`src/rtl/fir_engine.sv`:
```
// FIR / scalar-product datapath: joins operand streams a and b, multiplies them,
// and either accumulates len products into one shifted result or emits every product.

package fir_pkg;
  localparam int FIR_CNT_LEN = 1024;
  localparam int CNT_W       = $clog2(FIR_CNT_LEN) + 1;

  typedef struct packed {
    logic             clear;
    logic             enable;
    logic             simple_mul;
    logic             start;
    logic [4:0]       shift;
    logic [CNT_W-1:0] len;
  } ctrl_engine_t;

  typedef struct packed {
    logic [CNT_W-1:0] cnt;
    logic             acc_valid;
  } flags_engine_t;
endpackage

module fir_engine
  import fir_pkg::*;
#(
  parameter int FIR_CNT_LEN = fir_pkg::FIR_CNT_LEN
) (
  input  logic          clk_i,
  input  logic          rst_i,
  input  ctrl_engine_t  ctrl_i,
  output flags_engine_t flags_o,
  input  logic          a_valid_i,
  input  logic [31:0]   a_data_i,
  output logic          a_ready_o,
  input  logic          b_valid_i,
  input  logic [31:0]   b_data_i,
  output logic          b_ready_o,
  output logic          d_valid_o,
  output logic [31:0]   d_data_o,
  input  logic          d_ready_i
);

  localparam int CW = $clog2(FIR_CNT_LEN) + 1;

  logic               adv;
  logic               hs;
  logic               vm_q;
  logic signed [63:0] prod_q;
  logic signed [63:0] acc_q;
  logic [CW-1:0]      cnt_q;

  logic signed [63:0] a_ext;
  logic signed [63:0] b_ext;
  logic [CW-1:0]      cnt_eff;
  logic [CW-1:0]      cnt_next;
  logic [CW-1:0]      len_eff;
  logic signed [63:0] acc_new;
  logic signed [63:0] shift_src;
  logic signed [63:0] shifted;
  logic               emit;

  // A stalled output freezes the whole pipeline, so ready depends combinationally on d_ready_i.
  assign adv       = ctrl_i.enable & (~d_valid_o | d_ready_i);
  assign hs        = adv & a_valid_i & b_valid_i;
  assign a_ready_o = hs;
  assign b_ready_o = hs;

  assign a_ext = {{32{a_data_i[31]}}, a_data_i};
  assign b_ext = {{32{b_data_i[31]}}, b_data_i};

  always_comb begin
    // A coincident start makes the current product the first of a fresh accumulation.
    cnt_eff   = ctrl_i.start ? '0 : cnt_q;
    acc_new   = (cnt_eff == '0) ? prod_q : acc_q + prod_q;
    cnt_next  = cnt_eff + CW'(1);
    len_eff   = (ctrl_i.len == '0) ? CW'(1) : CW'(ctrl_i.len);
    emit      = (cnt_next >= len_eff);
    shift_src = ctrl_i.simple_mul ? prod_q : acc_new;
    shifted   = shift_src >>> ctrl_i.shift;
  end

  always_comb begin
    flags_o           = '0;
    flags_o.cnt       = CNT_W'(cnt_q);
    flags_o.acc_valid = d_valid_o;
  end

  always_ff @(posedge clk_i or posedge rst_i) begin
    if (rst_i) begin
      vm_q      <= 1'b0;
      prod_q    <= '0;
      acc_q     <= '0;
      cnt_q     <= '0;
      d_valid_o <= 1'b0;
      d_data_o  <= '0;
    end else if (ctrl_i.clear) begin
      vm_q      <= 1'b0;
      acc_q     <= '0;
      cnt_q     <= '0;
      d_valid_o <= 1'b0;
    end else begin
      if (d_valid_o && d_ready_i)
        d_valid_o <= 1'b0;
      if (ctrl_i.start) begin
        cnt_q <= '0;
        acc_q <= '0;
      end
      if (adv) begin
        prod_q <= a_ext * b_ext;
        vm_q   <= hs;
      end
      if (vm_q && adv) begin
        if (ctrl_i.simple_mul) begin
          d_data_o  <= shifted[31:0];
          d_valid_o <= 1'b1;
        end else begin
          acc_q <= acc_new;
          if (emit) begin
            d_data_o  <= shifted[31:0];
            d_valid_o <= 1'b1;
            cnt_q     <= '0;
          end else begin
            cnt_q <= cnt_next;
          end
        end
      end
    end
  end

endmodule

```
`config.mk`:
```
export PLATFORM = sky130hd
export DESIGN_NAME = fir_engine
export DESIGN_NICKNAME = d
export VERILOG_FILES = /design/src/rtl/fir_engine.sv
export SDC_FILE = /design/constraint.sdc
export NUM_CORES = 2
export LEC_CHECK = 0
export BUFFER_PORTS_ARGS = -buffer_cell sky130_fd_sc_hd__buf_2
export CAP_MARGIN = 20
export CORE_ASPECT_RATIO = 0.5
export CORE_UTILIZATION = 30
export DETAILED_ROUTE_END_ITERATION = 6
export HOLD_SLACK_MARGIN = 0.15
export MAX_ROUTING_LAYER = met4
export PLACE_DENSITY = 0.42
export SETUP_SLACK_MARGIN = 0.4
export SLEW_MARGIN = 25
export SYNTH_ARGS = -nofsm -noshare
export SYNTH_HDL_FRONTEND = slang
export SYNTH_SLANG_ARGS = --single-unit
```
`constraint.sdc`:
```
create_clock -name clk_i -period 8.12 [get_ports clk_i]
set_input_delay 2.03 -clock clk_i [delete_from_list [all_inputs] [get_ports clk_i]]
set_output_delay 2.03 -clock clk_i [all_outputs]
set_load 0.1 [all_outputs]
```
Word-level counts from Yosys, hierarchy flattened
Index checks and enable logic that the tools add are counted.

Output and inout port bits: 47. Input bits: 89. Bits in registers: 173. Word-level logic and storage cells: 46.

Shift-type cells: 1. Bitwise operators: 6. Magnitude comparators: 1. Reductions and logical operators: 8. Multiplexer cells: 21. Multipliers: 1. Add/subtract/negate cells: 2.

Operators with widths (count): $mux 64 (6); $mux 11 (6); $add 64x64->64 (1); $mul 32x32->64 (1); $mux 32 (2); $sshr 64x5->32 (1); $logic_not 11->1 (2); $add 11x1->11 const B (1); $ge 11x11->1 (1); $mux 1 (7); $reduce_bool 2->1 (2); $and 1x1->1 (3); $reduce_and 3->1 (1); $logic_and 1x1->1 (2); $not 1->1 (2); $reduce_and 2->1 (1); $or 1x1->1 (1).

Depth between registers and ports, before layout
Depth after elaboration: 7. Gate-level depth with buffers: 30. Mapped depth without buffers: 28.

Worst setup path after synthesis
No wires, ideal clock.

Path type: input -> register. Start point: input b_data_i[2]. End point: register prod_q[62]. Setup slack: -1.384 ns. Library setup time: 0.135 ns. Data arrival time: 9.368 ns. Cell stages on the path: 27. Path buffers: 2. Required time: 7.985 ns. Path through: clkbuf_1 > nand2_1 > inv_1 > fa_1 > fa_1 > fa_1 > inv_1 > fa_1 > inv_1 > fa_1 > fa_1 > inv_1 > fa_1 > inv_1 > fa_1 > ha_1 > clkbuf_1 > a21oi_1 > o21bai_1 > a21oi_1 > nor2b_1 > o21ai_0 > o211ai_1 > a31o_2 > a221oi_1 > xnor2_1 > o21ai_0.

Longest elaborated chain between the ends: 1.

Ends and longest elaborated chain: start: declaration (RTL line 36) `input logic [31:0] b_data_i,`; $mul 32x32->64 (RTL line 109) `prod_q <= a_ext * b_ext;`; end signal: assignment (RTL line 109); end: declaration (RTL line 48) `logic signed [63:0] prod_q;`.

Every way passes these cells. A chain may end at the register's enable or synchronous reset.

Worst setup path after layout
Start point: input a_data_i[11]. End point: register prod_q[60].

Longest elaborated chain between the ends: 1.

Ends and longest elaborated chain: start: declaration (RTL line 33) `input logic [31:0] a_data_i,`; $mul 32x32->64 (RTL line 109).

Every way passes these cells.

==> impl_metrics.yaml <==
status:
  status: "complete, but fails checks"
  violations: "DRC, setup timing"
worst_setup_path:
  worst_setup_path_start_kind: "primary input"
  r2r-start: "prod_q[0]"
  path_delay_family: "adder cells"
  cp_max_fo: 5
  r2r_end: "d_data_o[21]"
  crit_path_frequent_cell: "fa_1"
  cp-end-kind: "register"
  cpMaxStageDelayCell: "fa_2"
  slowest_delay_ns: 0.63
  rr_worst_depth: 16
  crit_type: "primary input to register"
  critPathBufInv: 12
  worstPathArrival_ns: 9.57
  r2r_slack_ns: 2.52
  cp.required_ns: 8.50
clock_tree:
  worstSkewPairLatency_ns: 0.52
  cts_sinks: 171
  path_clk_slew_ns: 0.08
  ctsHoldBuffers: 0
  clock_path_buffers: 2
  h-tree-depth: 4
  cts_made_buffers: 17
  root_buffer: "clkbuf_16"
  cts_tree: "yes"
drt:
  drt_iter0_drc: 3542
  drc: 7
  ant_nets: 0
  vias: 43900
  wl_per_cell_um: 22.6
  vias_per_cell: 5.05
  wl_um: 196000
  dr.pass1.iters: 7
worst_hold_path:
  holdPathStages: 1
  whs_endpoint: "d_data_o[14]"
  hold_class: "register to register"
  min_from: "d_data_o[14]"
global_routing:
  grt_max_degree: 70
  grt_pass1_vias: 46700
  track_usage: 0.232
  gr-total-overflow: 0
  grt_pass1_wl_um: 302000
  antenna_found_initial: 6
timing:
  period_needed_ns: 9.19
  fin_worst_skew_ns: 0.0210
  rsz0062_at_grt: "yes"
  holdWs_ns: 0.484
  hold_violations: 0
  clock.fmax_mhz: 109
  fin_crit_sh: 1.13
  slew_headroom: 0.300
  worst_pin_slew_ns: 1.04
  maxSlewViolCount: 0
  setup_violations: 39
  setup_ws_ns: -1.07
synth:
  synth_edf_count: 0
  synth_top_area_share: 0.410
  yosysSeqAreaShare: 0.0817
  synthFlopType: "dfrtp_1"
  syn_area_um2: 52400
  synthCells: 5979
  ys_ff_latch: 171
  syn-num-nets: 7399
  async_flop_share: 1.00
  synth.avg_cell_area_um2: 8.76
  synth_area_leaders: "fa_1, dfrtp_1, inv_1"
  yosysUniqueCellTypes: 89
  synth.yosys.warnings: 0
  synth_top_cell_by_area: "fa_1"
final_layout:
  fillCellCount: 17900
  layout.nets: 7789
  syn_to_final_growth_pct: 20.3
  drive_gt1_frac: 0.183
placed_design:
  gp_congestion: 0.922
  hpwl_um: 161000
  io_buffers: 135
run:
  maxCapViolations: 0
floorplanning:
  io_pins: 136
  dieWidth_um: 593
  coreArea_um2: 174000
  die_area_um2: 176000
  start_util: 0.302
  rows: 108
  die_y_um: 298
==> sequential cells by signal, indices dropped and copies added, names as in the netlist <==
signal / count
vm_q: 1
d_valid_o: 1
cnt_q: 11
acc_q: 63
prod_q: 63
d_data_o: 32
==> area by class of cell <==
type	count	area [µm²]	area share
Timing Repair Buffer	740	6970	0.111
Clock buffer	17	425	0.00675
Clock inverter	15	194	0.00308
Antenna cell	2	5.00	0.0000794
Inverter	966	3640	0.0578
Multi-Input combinational cell	4473	44600	0.708
Tap cell	2310	2890	0.0459
Sequential cell	171	4280	0.0679
==> synth_stat cells, types with 13 or more instances <==
library cell	n
and3_1	42
mux2i_1	101
a22oi_1	20
mux2_2	19
a311oi_1	14
a21oi_1	223
o31ai_1	18
xor2_1	43
clkbuf_1	341
o211ai_1	46
nor2_1	229
nand2b_1	21
xnor2_1	89
nor4_1	13
or3_1	24
o21bai_1	18
nand4_1	42
a21o_1	58
o21ai_0	210
ha_1	257
dfrtp_1	171
nand3_1	61
mux4_2	23
inv_1	964
a211oi_1	39
nor2b_1	42
o21a_1	24
a31oi_1	52
and2_1	535
nand2_1	846
buf_1	21
nor3_1	60
fa_1	1074
==> how the worst max path moves through the flow <==
stage | endpoint | depth (start not counted) | start | slack [ns]
finish | prod_q[60] | 32 | a_data_i[11] | -1.07
global route | prod_q[60] | 30 | a_data_i[11] | -1.31
CTS | prod_q[62] | 27 | a_data_i[17] | -1.03
detailed placement | prod_q[62] | 29 | b_data_i[9] | -1.92
global placement | prod_q[62] | 26 | b_data_i[3] | -1.87
floorplan | prod_q[62] | 23 | a_data_i[31] | -0.91
==> metrics by stage <==
step	utilization	setup WS [ns]	cells	area (µm²)	TNS (ns)
after floorplan	-	-0.912	5979	53400	-11.15
after global placement	0.344	-1.87	8563	59600	-55.45
after detailed placement	0.344	-1.92	8563	59600	-57.81
after CTS	0.358	-1.03	8670	62200	-21.28
after global routing	0.363	-1.31	8692	63000	-33.33
final	0.363	-1.07	8694	63000	-25.02
==> layout by cell type, fill, tap and decap left out, types with 23 or more instances in the layout <==
master,instances
buf_6,96
dfrtp_1,171
o21ai_1,38
o21ai_0,166
xor2_1,39
nor2b_1,39
a21o_1,58
and3_1,39
nand3_1,58
mux2i_1,101
mux4_2,23
ha_4,32
fa_1,994
inv_1,927
o21a_1,23
buf_12,71
buf_4,465
inv_2,35
a21oi_1,196
o211ai_1,46
buf_2,81
xnor2_1,75
nand2_1,834
nand4_1,42
fa_2,80
a211oi_1,36
or3_1,24
and2_1,493
and2_4,42
nor3_1,54
ha_1,222
nor2_1,225
a31oi_1,44
==> worst register-to-register path, cell delays in order (launching register included) <==
cell      delay, ns
dfrtp_1        0.45
ha_1           0.27
fa_1           0.42
a21oi_1        0.31
o211ai_2       0.22
a31oi_1        0.38
o311ai_2       0.15
buf_4          0.21
a211oi_4       0.24
buf_4          0.21
nor2_1         0.07
xor2_1         0.25
mux4_2         0.61
o21ai_0        0.82
o221ai_1       0.48
a22oi_1        0.27
o21ai_0        0.11
==> what timing repair did <==
item | 4_1_cts | 5_1_grt
gates cloned | 7 | 4
pin swaps | 144 | 81
endpoints found under the setup margin | 50 | 49
resized for setup | 312 | 149
setup buffers | 68 | 18
==> metal layers <==
layer  track usage  vias to the layer above  wire length (µm)
met4        0.0340                        0              2590
met2         0.331                     1215             82300
met5             -                        -                 0
met3        0.0274                      115             11600
li1              -                    19700                 -
met1         0.354                    22900             99800
==> logic make-up after synthesis <==
logic type,Yosys count,share of synthesized area
muxes,143,0.0333
buffers and inverters,1335,0.0961
DFF,171,0.0817
adders and majority gates,1331,0.472
xor gates and xnor gates,132,0.0221
AOI/OAI and AO/OA,905,0.114
and+or+nand+nor,1962,0.181
Power is left out: the tool's default activity adds up to more than one toggle a clock period on the data nets, which glitch-free logic cannot reach.
